**src/rtl/spi_pkg.sv**
```systemverilog
// rtl/spi_pkg.sv - shared types and constants for the SPI result transmitter
package spi_pkg;

  typedef enum logic [1:0] {
    IDLE,
    LOADED,
    SENDING,
    DONE
  } spi_tx_state_t;

  localparam int         FRAME_BITS = 24;
  localparam logic [3:0] TX_HEADER  = 4'hA;

  // One mode-0 shift step: LSB leaves on MISO, idle-high 1 enters at the top
  function automatic logic [FRAME_BITS-1:0] shift_fill_one(input logic [FRAME_BITS-1:0] v);
    return {1'b1, v[FRAME_BITS-1:1]};
  endfunction

endpackage

```
**src/rtl/spi_output_controller_if.sv**
```systemverilog
// rtl/spi_output_controller_if.sv - result handshake and SPI pins of the transmitter
interface spi_output_controller_if;
  logic        SCK;
  logic        SS;
  logic        result_valid;
  logic [3:0]  result_digit;
  logic [15:0] result_cost;
  logic        MISO;
  logic        tx_ready;
  logic        tx_done;
  logic        overrun;

  modport master (
    output SCK, SS, result_valid, result_digit, result_cost,
    input  MISO, tx_ready, tx_done, overrun
  );

  modport slave (
    input  SCK, SS, result_valid, result_digit, result_cost,
    output MISO, tx_ready, tx_done, overrun
  );
endinterface

```
**src/rtl/flex_counter.sv**
```systemverilog
// rtl/flex_counter.sv - up counter with synchronous clear and rollover value
module flex_counter #(
  parameter int NUM_CNT_BITS = 4
) (
  input  logic                    clk,
  input  logic                    n_rst,
  input  logic                    clear,
  input  logic                    count_enable,
  input  logic [NUM_CNT_BITS-1:0] rollover_val,
  output logic [NUM_CNT_BITS-1:0] count_out
);
  // Clear beats enable; at rollover_val the next count restarts at 1
  always_ff @(posedge clk or negedge n_rst) begin
    if (!n_rst) begin
      count_out <= '0;
    end else if (clear) begin
      count_out <= '0;
    end else if (count_enable) begin
      if (count_out == rollover_val) count_out <= NUM_CNT_BITS'(1);
      else                           count_out <= count_out + NUM_CNT_BITS'(1);
    end
  end
endmodule

```
**src/rtl/gen_neg_edge_detect.sv**
```systemverilog
// rtl/gen_neg_edge_detect.sv - registered one-cycle pulse on a falling input
module gen_neg_edge_detect #(
  parameter logic RST_VAL = 1'b0
) (
  input  logic clk,
  input  logic n_rst,
  input  logic sig,
  output logic edge_out
);
  logic sig_d;

  // Compare against last cycle's value; the pulse itself is registered
  always_ff @(posedge clk or negedge n_rst) begin
    if (!n_rst) begin
      sig_d    <= RST_VAL;
      edge_out <= 1'b0;
    end else begin
      sig_d    <= sig;
      edge_out <= sig_d & ~sig;
    end
  end
endmodule

```
**src/rtl/gen_sync.sv**
```systemverilog
// rtl/gen_sync.sv - two-flop synchronizer with selectable reset level
module gen_sync #(
  parameter logic RST_VAL = 1'b0
) (
  input  logic clk,
  input  logic n_rst,
  input  logic async_in,
  output logic sync_out
);
  logic meta;

  // Two stages give the first flop a full cycle to resolve metastability
  always_ff @(posedge clk or negedge n_rst) begin
    if (!n_rst) begin
      meta     <= RST_VAL;
      sync_out <= RST_VAL;
    end else begin
      meta     <= async_in;
      sync_out <= meta;
    end
  end
endmodule

```
**src/rtl/spi_output_controller.sv**
```systemverilog
// rtl/spi_output_controller.sv - SPI slave transmitter for the 3-byte result frame
module spi_output_controller
  import spi_pkg::*;
#(
  parameter int         COST_WIDTH = 16,
  parameter logic [3:0] HEADER     = TX_HEADER
) (
  input logic                    clk,
  input logic                    n_rst,
  spi_output_controller_if.slave bus
);

  logic                  sck_gated, sck_s, ss_s;
  logic                  fall, ss_fall, ss_rise;
  logic [4:0]            bit_cnt;
  logic                  last_bit, cnt_en, cnt_clear;
  spi_tx_state_t         state;
  logic [FRAME_BITS-1:0] buffer, shreg, new_frame;
  logic                  tx_ready_r, tx_done_r, overrun_r;

  // SCK is masked by SS before synchronizing so a deselected bus never shifts
  assign sck_gated = bus.SCK & ~bus.SS;

  gen_sync #(.RST_VAL(1'b0)) u_sck_sync (.clk, .n_rst, .async_in(sck_gated), .sync_out(sck_s));
  gen_sync #(.RST_VAL(1'b1)) u_ss_sync  (.clk, .n_rst, .async_in(bus.SS),    .sync_out(ss_s));

  gen_neg_edge_detect #(.RST_VAL(1'b0)) u_sck_fall (.clk, .n_rst, .sig(sck_s), .edge_out(fall));
  gen_neg_edge_detect #(.RST_VAL(1'b1)) u_ss_fall  (.clk, .n_rst, .sig(ss_s),  .edge_out(ss_fall));
  gen_neg_edge_detect #(.RST_VAL(1'b0)) u_ss_rise  (.clk, .n_rst, .sig(~ss_s), .edge_out(ss_rise));

  // Byte 0 is header+digit, then cost high byte, then cost low byte; LSB goes out first
  assign new_frame = {bus.result_cost[COST_WIDTH/2-1:0],
                      bus.result_cost[COST_WIDTH-1:COST_WIDTH/2],
                      HEADER, bus.result_digit};

  assign last_bit  = (bit_cnt == 5'(FRAME_BITS - 1));
  assign cnt_en    = (state == SENDING) && fall;
  assign cnt_clear = ((state == LOADED) && ss_fall) ||
                     ((state == SENDING) && ss_rise && !(fall && last_bit));

  flex_counter #(.NUM_CNT_BITS(5)) u_bit_cnt (
    .clk,
    .n_rst,
    .clear        (cnt_clear),
    .count_enable (cnt_en),
    .rollover_val (5'(FRAME_BITS)),
    .count_out    (bit_cnt)
  );

  // Transmit FSM: owns the frame buffer, shift register and status pulses
  always_ff @(posedge clk or negedge n_rst) begin
    if (!n_rst) begin
      state      <= IDLE;
      buffer     <= '0;
      shreg      <= '1;
      tx_ready_r <= 1'b0;
      tx_done_r  <= 1'b0;
      overrun_r  <= 1'b0;
    end else begin
      tx_done_r <= 1'b0;
      overrun_r <= 1'b0;
      unique case (state)
        IDLE: begin
          if (fall) shreg <= shift_fill_one(shreg);
          if (bus.result_valid) begin
            buffer     <= new_frame;
            shreg      <= new_frame;
            tx_ready_r <= 1'b1;
            state      <= LOADED;
          end
        end
        LOADED: begin
          // A load in the same cycle as ss_fall still lands before the first shift
          if (bus.result_valid) begin
            buffer <= new_frame;
            shreg  <= new_frame;
          end
          if (ss_fall) state <= SENDING;
        end
        SENDING: begin
          if (bus.result_valid) overrun_r <= 1'b1;
          if (fall && last_bit) begin
            shreg      <= shift_fill_one(shreg);
            tx_done_r  <= 1'b1;
            tx_ready_r <= 1'b0;
            state      <= DONE;
          end else if (ss_rise) begin
            shreg <= buffer;
            state <= LOADED;
          end else if (fall) begin
            shreg <= shift_fill_one(shreg);
          end
        end
        DONE: begin
          // Level test on ss_s also catches a deselect that coincided with the last bit
          if (fall) shreg <= shift_fill_one(shreg);
          if (bus.result_valid) begin
            buffer     <= new_frame;
            shreg      <= new_frame;
            tx_ready_r <= 1'b1;
            state      <= LOADED;
          end else if (ss_s) begin
            state <= IDLE;
          end
        end
      endcase
    end
  end

  assign bus.MISO     = ss_s ? 1'b1 : shreg[0];
  assign bus.tx_ready = tx_ready_r;
  assign bus.tx_done  = tx_done_r;
  assign bus.overrun  = overrun_r;

endmodule

```
**src/flat_wrapper.sv**
```systemverilog
// flat-port wrapper written by rule: the top's interface ports become plain ports
module spi_output_controller_flat import spi_pkg::*;
#(
  parameter int         COST_WIDTH = 16,
  parameter logic [3:0] HEADER     = TX_HEADER
)
  (clk, n_rst, bus_SCK, bus_SS, bus_result_valid, bus_result_digit, bus_result_cost, bus_MISO, bus_tx_ready, bus_tx_done, bus_overrun);
  spi_output_controller_if bus_i ();
  input logic clk;
  input logic n_rst;
  input wire logic [$bits(bus_i.SCK)-1:0] bus_SCK;
  input wire logic [$bits(bus_i.SS)-1:0] bus_SS;
  input wire logic [$bits(bus_i.result_valid)-1:0] bus_result_valid;
  input wire logic [$bits(bus_i.result_digit)-1:0] bus_result_digit;
  input wire logic [$bits(bus_i.result_cost)-1:0] bus_result_cost;
  output wire logic [$bits(bus_i.MISO)-1:0] bus_MISO;
  output wire logic [$bits(bus_i.tx_ready)-1:0] bus_tx_ready;
  output wire logic [$bits(bus_i.tx_done)-1:0] bus_tx_done;
  output wire logic [$bits(bus_i.overrun)-1:0] bus_overrun;
  assign bus_i.SCK = bus_SCK;
  assign bus_i.SS = bus_SS;
  assign bus_i.result_valid = bus_result_valid;
  assign bus_i.result_digit = bus_result_digit;
  assign bus_i.result_cost = bus_result_cost;
  assign bus_MISO = bus_i.MISO;
  assign bus_tx_ready = bus_i.tx_ready;
  assign bus_tx_done = bus_i.tx_done;
  assign bus_overrun = bus_i.overrun;
  spi_output_controller #(.COST_WIDTH(COST_WIDTH), .HEADER(HEADER)) u_core (.clk(clk), .n_rst(n_rst), .bus(bus_i));
endmodule
```
**config.mk**
```make
export PLATFORM = sky130hd
export DESIGN_NAME = spi_output_controller_flat
export DESIGN_NICKNAME = d
export VERILOG_FILES = /design/src/rtl/spi_pkg.sv /design/src/rtl/spi_output_controller_if.sv /design/src/rtl/flex_counter.sv /design/src/rtl/gen_neg_edge_detect.sv /design/src/rtl/gen_sync.sv /design/src/rtl/spi_output_controller.sv /design/src/flat_wrapper.sv
export SDC_FILE = /design/constraint.sdc
export NUM_CORES = 1
export LEC_CHECK = 0
export CAP_MARGIN = 0
export CORE_UTILIZATION = 55
export DETAILED_ROUTE_END_ITERATION = 16
export PLACE_DENSITY = 0.76
export REMOVE_ABC_BUFFERS = 1
export SLEW_MARGIN = 20
export SYNTH_ARGS = -nofsm -noshare
export SYNTH_HDL_FRONTEND = slang
export SYNTH_SLANG_ARGS = --single-unit
```
**constraint.sdc**
```tcl
create_clock -name clk -period 2.5 [get_ports clk]
set_input_delay 0.5 -clock clk [delete_from_list [all_inputs] [get_ports clk]]
set_output_delay 0.5 -clock clk [all_outputs]
set_load 0.03 [all_outputs]
```
==> impl_metrics.env <==
export IMPL_outcome="finished, final reports clean"
export IMPL_cts_buffer_depth=2
export IMPL_endpoint_kind="output port"
export IMPL_place_ws_ns=0.3056
export IMPL_clock_sinks=65
export IMPL_clock_skew_final_ns=0.008774
export IMPL_relSlewSlack_pct=44.91
export IMPL_power_density_nw_per_um2=1138
export IMPL_synthesis_area_um2=3400
export IMPL_routabilityCongestion=0.7951
export IMPL_hold_buffers=0
export IMPL_placed_area_um2=3739
export IMPL_period_needed_ns=2.230
export IMPL_cts_root_buf="clkbuf_8"
export IMPL_final_util_pct=65.74
export IMPL_fmax_mhz=448.5
export IMPL_wl_per_cell_um=18.60
export IMPL_post_cts_buffers=0
export IMPL_syn_avg_cell_area_um2=11.41
export IMPL_setup_slack_ns=0.2704
export IMPL_yosysTopAreaCellShare_pct=27.97
export IMPL_placedCellCount=390
export IMPL_nFillCells=482
export IMPL_critPathArrivalTime_ns=1.73
export IMPL_maxCapViolations=0
export IMPL_cp_required_ns=2.00
export IMPL_die_area_um2=6500
export IMPL_htree_levels=3
export IMPL_synth_edf_count=0
export IMPL_vias_per_cell=6.362
export IMPL_synth_cell_types=46
export IMPL_synth_area_leaders="dfrtp_1, dfstp_2, a22oi_1"
export IMPL_die_x_um=80.62
export IMPL_crit_path_start_kind="flop"
export IMPL_irDropWorstVdd_mv=0.6742
export IMPL_dr_pass1_iters=4
export IMPL_final_max_slew_viol_count=0
export IMPL_synth_top_area_cell="dfrtp_1"
export IMPL_postRouteAntennaNets=0
export IMPL_overflow=0
export IMPL_syn2layout_area_growth_pct=15.16
export IMPL_tritoncts="yes"
export IMPL_initial_core_util_pct=57.08
export IMPL_place_port_buffers=28
export IMPL_fin_setup_tns_ns=0
export IMPL_hpwl_um=4720
export IMPL_hold_viol_final=0
export IMPL_fin_crit_sh_pct=89.19
export IMPL_synth_cells=298
export IMPL_multiInputGateArea_um2=1564
export IMPL_finalSetupViolCount=0
export IMPL_ys_flop_type="dfrtp_1"
export IMPL_clkTransAtPathRegs_ns=0.07
export IMPL_hp_class="in2async"
export IMPL_seqCellArea_um2=1660
export IMPL_cts_made_buffers=9
export IMPL_core_area_um2=5956
export IMPL_dieHeight_um=80.62
export IMPL_fp_row_count=28
export IMPL_r2r_end="u_core.shreg[11]"
export IMPL_synth_top_cells_by_count="dfrtp_1, a22oi_1, dfstp_2"
export IMPL_rr_worst_depth=5
export IMPL_drc_errors=0
export IMPL_finalPower_mw=4.457
export IMPL_grt_first_pass_wirelength_um=12480
export IMPL_stdcell_count=406
export IMPL_drt_initial_drc_count=212
export IMPL_synth_seq_cells=65
export IMPL_layout_drive_gt1_share_pct=27.79
export IMPL_nets=359
export IMPL_reg2reg_slack_ns=0.32
export IMPL_synthMostInstantiatedCell="dfrtp_1"
export IMPL_ctsResizeCount=0
export IMPL_antenna_found_initial=0
export IMPL_worst_pin_slew_ns=0.8264
export IMPL_grt_pass1_vias=2525
export IMPL_critPathKind="reg2out"
export IMPL_boundaryPins=29
export IMPL_grtUsageTotal_pct=25.73
export IMPL_postSynth_asyncResetShare_pct=100.0
export IMPL_rsz0062_at_grt="no"
export IMPL_wl_um=7550
export IMPL_critPathMaxFanout=6
export IMPL_r2r_start="u_core.state[0]"
export IMPL_power_leakage_nw=1.598
export IMPL_insertion_delay_ns=0.34
export IMPL_via_count=2583
export IMPL_yosysSeqAreaShare_pct=48.84
export IMPL_grt_start_max_net_pins=40
export IMPL_yosys_warnings=0
export IMPL_antenna_diode_count=0
export IMPL_worst_hold_slack_ns=0.1776
export IMPL_final_cell_area_um2=3915
flip-flops by register name (all words and copies together) (netlist names), 2 cells and up:
| register | count |
|---|---|
| u_core.buffer | 21 |
| u_core.shreg | 24 |
| u_core.state | 2 |
| u_core.u_bit_cnt.count_out | 5 |
per-layer routing:
| metal | track usage, % | wire, um | up-vias |
|---|---|---|---|
| li1 | - | - | 1194 |
| met1 | 35.05 | 3419 | 1294 |
| met2 | 40.00 | 3670 | 84 |
| met3 | 3.523 | 331 | 11 |
| met4 | 12.68 | 129 | 0 |
| met5 | 0 | 0 | - |
worst max-delay path by stage:
stage,slack [ns],from,endpoint,cells past startpoint
finish,0.27,u_core.u_ss_sync.sync_out,bus_MISO,2
global route,0.20,u_core.state[0],u_core.shreg[9],5
detailed placement,0.31,bus_result_valid,u_core.state[1],6
global placement,0.38,bus_result_valid,u_core.shreg[22],6
CTS,0.26,u_core.u_ss_sync.sync_out,bus_MISO,2
floorplan,0.35,u_core.state[0],u_core.shreg[0],6
power breakdown:
group	leakage, nW	internal, mW	switching [mW]
Sequential	0.745	1.55	0.302
Clock	0.0907	0.416	0.394
Combinational	0.762	0.800	0.996
Total	1.60	2.76	1.69
cell usage in the layout (no fill, tap or decap), drive strengths merged, types with 3 or more instances in the layout:
cell type	Yosys	routed
o221ai	19	19
nand2b	3	3
ha	8	8
mux2	22	22
nor2	11	11
buf	12	13
inv	9	9
a31oi	8	8
dfstp	27	27
clkinv	1	3
a22oi	38	38
nand4	3	3
o21ai	3	3
dfrtp	38	38
and2	4	4
a21oi	24	24
clkbuf	11	14
nor2b	7	7
or3	3	3
and3	19	19
xor2	3	3
clkdlybuf4s50	0	27
logic make-up (layout without fill, tap and decap cells):
logic type,after synthesis,count (layout),synth area share (%)
buffers and inverters,33,66,5.153
XOR/XNOR,3,3,0.7731
AO/OA/AOI/OAI,105,105,23.85
flip-flops,65,65,48.84
multiplexers,23,23,7.582
AND/OR/NAND/NOR,61,61,10.86
adder cells (fa/ha/maj),8,8,2.945
layout make-up:
type,count,area share (%)
well taps,75,2.397
inverters,10,1.087
flip-flops and latches,65,42.41
clock inverters,2,0.3516
clock buffers,14,4.155
repair buffers,40,9.652
multi-input cells,200,39.95
critical path, cell delays in order (launching register included):
cell and delay, ns:
dfstp_2 0.60, or2_2 0.13, clkdlybuf4s50_1 0.65
Power figures use the tool's default switching activity.
